$ cat src/rtl/mem_arb_pkg.sv
// Shared types for the unified-memory arbiter: FSM states, grant encoding, counter width.
// Build option MEM_ARB_RR_EN (round-robin priority) is consumed by arb_prio and mem_arbiter.
package mem_arb_pkg;

    localparam int CNT_W = 4;

    typedef enum logic [1:0] {
        IDLE,
        ISSUE,
        WAIT,
        RESP
    } state_t;

    typedef enum logic [1:0] {
        GNT_NONE,
        GNT_IF,
        GNT_D
    } grant_t;

    // Encoding of the 1-bit last-served register used by round-robin priority.
    localparam logic LAST_IF = 1'b0;
    localparam logic LAST_D  = 1'b1;

endpackage

$ cat src/rtl/arb_prio.sv
// Combinational grant selection between fetch and data requesters.
// MEM_ARB_RR_EN defined: round-robin on conflict; undefined: data always wins.
module arb_prio
    import mem_arb_pkg::*;
(
    input  logic   if_req,
    input  logic   d_req,
    input  logic   last_gnt,
    output grant_t grant
);

`ifdef MEM_ARB_RR_EN
    always_comb begin
        // NOTE: the default assignment up front keeps every path driven, so no latch is inferred.
        grant = GNT_NONE;
        if (if_req && d_req) begin
            grant = (last_gnt == LAST_IF) ? GNT_D : GNT_IF;
        end else if (d_req) begin
            grant = GNT_D;
        end else if (if_req) begin
            grant = GNT_IF;
        end
    end
`else
    logic w_unused_last_gnt;
    assign w_unused_last_gnt = last_gnt;

    always_comb begin
        // NOTE: the default assignment up front keeps every path driven, so no latch is inferred.
        grant = GNT_NONE;
        if (d_req) begin
            grant = GNT_D;
        end else if (if_req) begin
            grant = GNT_IF;
        end
    end
`endif

endmodule

$ cat src/rtl/mem_arbiter.sv
// Arbitrates fetch and data requests onto one fixed-latency single-port memory.
// Optional macro MEM_ARB_RR_EN selects round-robin instead of data-first priority.
module mem_arbiter
    import mem_arb_pkg::*;
#(
    parameter int ADDR_WIDTH  = 32,
    parameter int DATA_WIDTH  = 32,
    parameter int MEM_LATENCY = 2
) (
    input  logic                  clk_i,
    input  logic                  rst_i,

    input  logic                  if_req_i,
    input  logic [ADDR_WIDTH-1:0] if_addr_i,
    output logic [DATA_WIDTH-1:0] if_rdata_o,
    output logic                  if_ready_o,

    input  logic                  d_req_i,
    input  logic                  d_we_i,
    input  logic [ADDR_WIDTH-1:0] d_addr_i,
    input  logic [DATA_WIDTH-1:0] d_wdata_i,
    output logic [DATA_WIDTH-1:0] d_rdata_o,
    output logic                  d_ready_o,

    output logic                  mem_en_o,
    output logic                  mem_we_o,
    output logic [ADDR_WIDTH-1:0] mem_addr_o,
    output logic [DATA_WIDTH-1:0] mem_wdata_o,
    input  logic [DATA_WIDTH-1:0] mem_rdata_i,

    output logic                  busy_o
);

    localparam logic [CNT_W-1:0] LAT_M1 = CNT_W'(MEM_LATENCY - 1);

    state_t                r_state;
    grant_t                r_grant;
    logic [CNT_W-1:0]      r_cnt;
    logic                  r_we;
    logic [DATA_WIDTH-1:0] r_if_rdata;
    logic [DATA_WIDTH-1:0] r_d_rdata;
    logic                  r_if_ready;
    logic                  r_d_ready;
    logic                  r_mem_en;
    logic                  r_mem_we;
    logic [ADDR_WIDTH-1:0] r_mem_addr;
    logic [DATA_WIDTH-1:0] r_mem_wdata;
    logic                  r_busy;

    grant_t                w_grant;
    logic                  w_last_gnt;

`ifdef MEM_ARB_RR_EN
    logic                  r_last_gnt;
    assign w_last_gnt = r_last_gnt;
`else
    assign w_last_gnt = LAST_IF;
`endif

    arb_prio u_arb_prio (
        .if_req   (if_req_i),
        .d_req    (d_req_i),
        .last_gnt (w_last_gnt),
        .grant    (w_grant)
    );

    always_ff @(posedge clk_i) begin
        // NOTE: state uses non-blocking assignments so every register samples pre-edge values.
        if (rst_i) begin
            r_state     <= IDLE;
            r_grant     <= GNT_NONE;
            r_cnt       <= '0;
            r_we        <= 1'b0;
            r_if_rdata  <= '0;
            r_d_rdata   <= '0;
            r_if_ready  <= 1'b0;
            r_d_ready   <= 1'b0;
            r_mem_en    <= 1'b0;
            r_mem_we    <= 1'b0;
            r_mem_addr  <= '0;
            r_mem_wdata <= '0;
            r_busy      <= 1'b0;
`ifdef MEM_ARB_RR_EN
            r_last_gnt  <= LAST_IF;
`endif
        end else begin
            // Strobes and ready pulses are single-cycle unless a state sets them below.
            r_mem_en   <= 1'b0;
            r_mem_we   <= 1'b0;
            r_if_ready <= 1'b0;
            r_d_ready  <= 1'b0;

            case (r_state)
                IDLE: begin
                    if (w_grant != GNT_NONE) begin
                        r_grant  <= w_grant;
                        r_state  <= ISSUE;
                        r_busy   <= 1'b1;
                        r_mem_en <= 1'b1;
                        if (w_grant == GNT_D) begin
                            r_mem_addr  <= d_addr_i;
                            r_mem_wdata <= d_wdata_i;
                            r_we        <= d_we_i;
                            r_mem_we    <= d_we_i;
                        end else begin
                            r_mem_addr  <= if_addr_i;
                            r_mem_wdata <= '0;
                            r_we        <= 1'b0;
                        end
`ifdef MEM_ARB_RR_EN
                        r_last_gnt <= (w_grant == GNT_D) ? LAST_D : LAST_IF;
`endif
                    end
                end

                ISSUE: begin
                    r_cnt   <= LAT_M1;
                    r_state <= WAIT;
                end

                WAIT: begin
                    if (r_cnt == '0) begin
                        // Writes leave the requester's read-data register untouched.
                        if (!r_we) begin
                            if (r_grant == GNT_IF) begin
                                r_if_rdata <= mem_rdata_i;
                            end else begin
                                r_d_rdata <= mem_rdata_i;
                            end
                        end
                        r_if_ready <= (r_grant == GNT_IF);
                        r_d_ready  <= (r_grant == GNT_D);
                        r_state    <= RESP;
                    end else begin
                        r_cnt <= r_cnt - CNT_W'(1);
                    end
                end

                RESP: begin
                    r_state <= IDLE;
                    r_grant <= GNT_NONE;
                    r_busy  <= 1'b0;
                end

                default: begin
                    r_state <= IDLE;
                end
            endcase
        end
    end

    assign if_rdata_o  = r_if_rdata;
    assign if_ready_o  = r_if_ready;
    assign d_rdata_o   = r_d_rdata;
    assign d_ready_o   = r_d_ready;
    assign mem_en_o    = r_mem_en;
    assign mem_we_o    = r_mem_we;
    assign mem_addr_o  = r_mem_addr;
    assign mem_wdata_o = r_mem_wdata;
    assign busy_o      = r_busy;

endmodule

$ cat config.mk
export PLATFORM = sky130hd
export DESIGN_NAME = mem_arbiter
export DESIGN_NICKNAME = d
export VERILOG_FILES = /design/src/rtl/mem_arb_pkg.sv /design/src/rtl/arb_prio.sv /design/src/rtl/mem_arbiter.sv
export SDC_FILE = /design/constraint.sdc
export NUM_CORES = 1
export LEC_CHECK = 0
export ABC_CLOCK_PERIOD_IN_PS = 2800
export CAP_MARGIN = 20
export CORE_MARGIN = 1
export CORE_UTILIZATION = 45
export DETAILED_ROUTE_END_ITERATION = 16
export GPL_TIMING_DRIVEN = 0
export MAX_ROUTING_LAYER = met4
export PLACE_DENSITY = 0.86
export SYNTH_ARGS = -nofsm -noshare
export SYNTH_HDL_FRONTEND = slang
export SYNTH_HIERARCHICAL = 1
export SYNTH_SLANG_ARGS = --single-unit
$ cat constraint.sdc
create_clock -name clk_i -period 2.8 [get_ports clk_i]
set_input_delay 0.28 -clock clk_i [delete_from_list [all_inputs] [get_ports clk_i]]
set_output_delay 0.28 -clock clk_i [all_outputs]
set_load 0.1 [all_outputs]
==> qor.csv <==
stage,metric,value,unit
detailed_routing,vias,5348,
run_status,outcome,"complete, no violations",
pwr,p_clk_share,25.8,%
pwr,p_sw_share,46.09,%
pwr,p_sw,4.437,mW
setup_path,cp_data_required_time,2.52,ns
timing,fmax,0.4463,GHz
synthesis,ys_warn_count,6,
timing,fin_skew,0.006548,ns
pwr,intPower,5.190,mW
pwr,seqPwrFrac,27.1,%
clocking,cts_setup_buffers,0,
setup_path,crit_chain,clkdlybuf4s50_1,
setup_path,critPathKind,reg -> out,
timing,finalCritPeriodShare,80.02,%
synthesis,synth_nets,715,
pwr,pwr-share-comb,47.1,%
placement,gp_congestion,0.8086,
clocking,cts_max_level,4,
grt,grt_pass1_wl,26170,um
grt,grt_overflow,0,
clocking,worstSkewPairLatency,0.41,ns
timing,slew_viol_final,0,
setup_path,startpoint_type,flip-flop,
detailed_routing,drt-vias-per-instance,5.123,
timing,finalSetupViolCount,0,
flow_run,maxCapViolCount,0,
final_layout,syn2layout_area_growth,60.22,%
floorplanning,ios,266,
setup_path,crit_path_end_kind,output pin,
synthesis,syn_area,5822,um2
final_layout,instances_no_fill,1044,
detailed_routing,dr.pass1.iters,5,
timing,final.setup.tns,0,ns
timing,rsz0062_at_grt,no,
pwr,vdd_drop_max,0.6227,mV
clocking,cts_made_buffers,17,
detailed_routing,postRouteAntennaNets,0,
floorplanning,core-area,12620,um2
setup_path,cp_slowest_cell,clkdlybuf4s50_1,
setup_path,critical_path_arrival,1.96,ns
detailed_routing,drc,0,
clocking,cts-hold-fix-buffers,0,
floorplanning,die_y,115.7,um
clocking,post_cts_resize_count,0,
setup_path,crit_path_max_incr_delay,1.21,ns
final_layout,insertedDiodeCount,0,
timing,post-route-min-period,2.240,ns
grt,grt_pass1_vias,5354,
setup_path,critPathTopFamily,buffers and inverters,
floorplanning,dieArea,13400,um2
synthesis,netlist_instances,576,
floorplanning,die_w,115.7,um
grt,grt_max_degree,17,
setup_path,cp.buffers_inverters,1,
clocking,path_clk_slew,0.06,ns
detailed_routing,wirelength,17230,um
final_layout,drive_above_1_share,5.161,%
grt,grt_usage,26.53,%
grt,antenna_found_initial,0,
placement,place_inst,1012,
pwr,power_per_cell_area,1032,nW/um2
clocking,root_buffer,clkbuf_16,
detailed_routing,initialDrtViolationCount,264,
final_layout,nNetsFinal,998,
setup_path,path_max_fanout,2,
placement,hpwl,13100,um
pwr,leakagePower,3.620,nW
timing,hold_violations,0,
timing,worstMarginPinSlew,1.084,ns
floorplanning,rows,41,
synthesis,syn_avg_cell_area,10.11,um2
clocking,cts_tree,done,
detailed_routing,routedWlPerCell,16.50,um
timing,slew_headroom,27.53,%
clocking,cts.sinks,142,
clocking,clock_path_buffers,2,
floorplanning,start_util,46.13,%
min_path,min_path_type,in -> reg,
placement,port_buffers,264,
registers in the layout, indices dropped and copies added, names as in the netlist:
register / cells
r_grant: 2
mem_en_o: 1
mem_addr_o: 32
r_cnt: 4
busy_o: 1
d_ready_o: 1
r_we: 1
if_rdata_o: 32
mem_we_o: 1
r_state: 2
d_rdata_o: 32
mem_wdata_o: 32
if_ready_o: 1
cells in the final DEF (no fill, tap or decap), types with 5 or more instances in the layout:
cell type,instances
dfxtp_1,142
nor2_1,67
clkbuf_16,17
inv_1,6
bufinv_16,5
a21oi_1,7
o21ai_0,8
ha_1,6
mux2i_1,97
nand2b_1,99
a211oi_1,33
buf_6,5
clkbuf_1,35
clkdlybuf4s50_1,264
a22oi_1,32
through the flow:
step / instance area (um2) / total power [mW] / setup slack [ns] / utilization [%] / hold slack (ns)
CTS: 9328 / 9.662 / 0.5429 / 73.91 / 0.3636
global route: 9328 / 9.970 / 0.5130 / 73.91 / 0.4016
floorplan: 5822 / 5.998 / 1.208 / - / 0.4159
global placement: 8680 / 7.077 / 0.6842 / 68.78 / 0.4598
finish: 9328 / 9.628 / 0.5596 / 73.91 / 0.3708
detailed placement: 8680 / 7.171 / 0.6185 / 68.78 / 0.4635
layer usage:
metal  track usage, %  vias to the layer above  wire length (um)
met5                -                        -                 0
met4            12.99                        0               632
met3            6.433                       49              1173
met2            45.87                      237              8587
met1            28.44                     2523              6834
li1                 -                     2539                 -
power by group through the flow:
stage	clock network, mW	logic [mW]	registers (mW)
after floorplan	0	0.957	5.04
after global placement	0	4.46	2.62
after detailed placement	0	4.53	2.64
after CTS	2.51	4.54	2.61
after global routing	2.60	4.72	2.65
final	2.48	4.54	2.61
worst paths after layout:
path,start,endpoint,slack (ns),cells after the start
max,mem_addr_o[23],mem_addr_o[23],0.56,1
min reg2reg,if_rdata_o[31],if_rdata_o[31],0.47,2
max reg2reg,r_state[0],mem_addr_o[20],0.82,7
min,rst_i,if_rdata_o[0],0.37,3
final cells by class:
type,instances,area (um2)
Multi-Input combinational cell,381,2726
Buffer,47,230.2
Sequential cell,142,2843
Timing Repair Buffer,264,2643
Clock buffer,23,467.9
Inverter,6,22.52
Tap cell,172,215.2
Fill cell,913,3292
Clock inverter,9,180.2
Power figures use the tool's default switching activity.
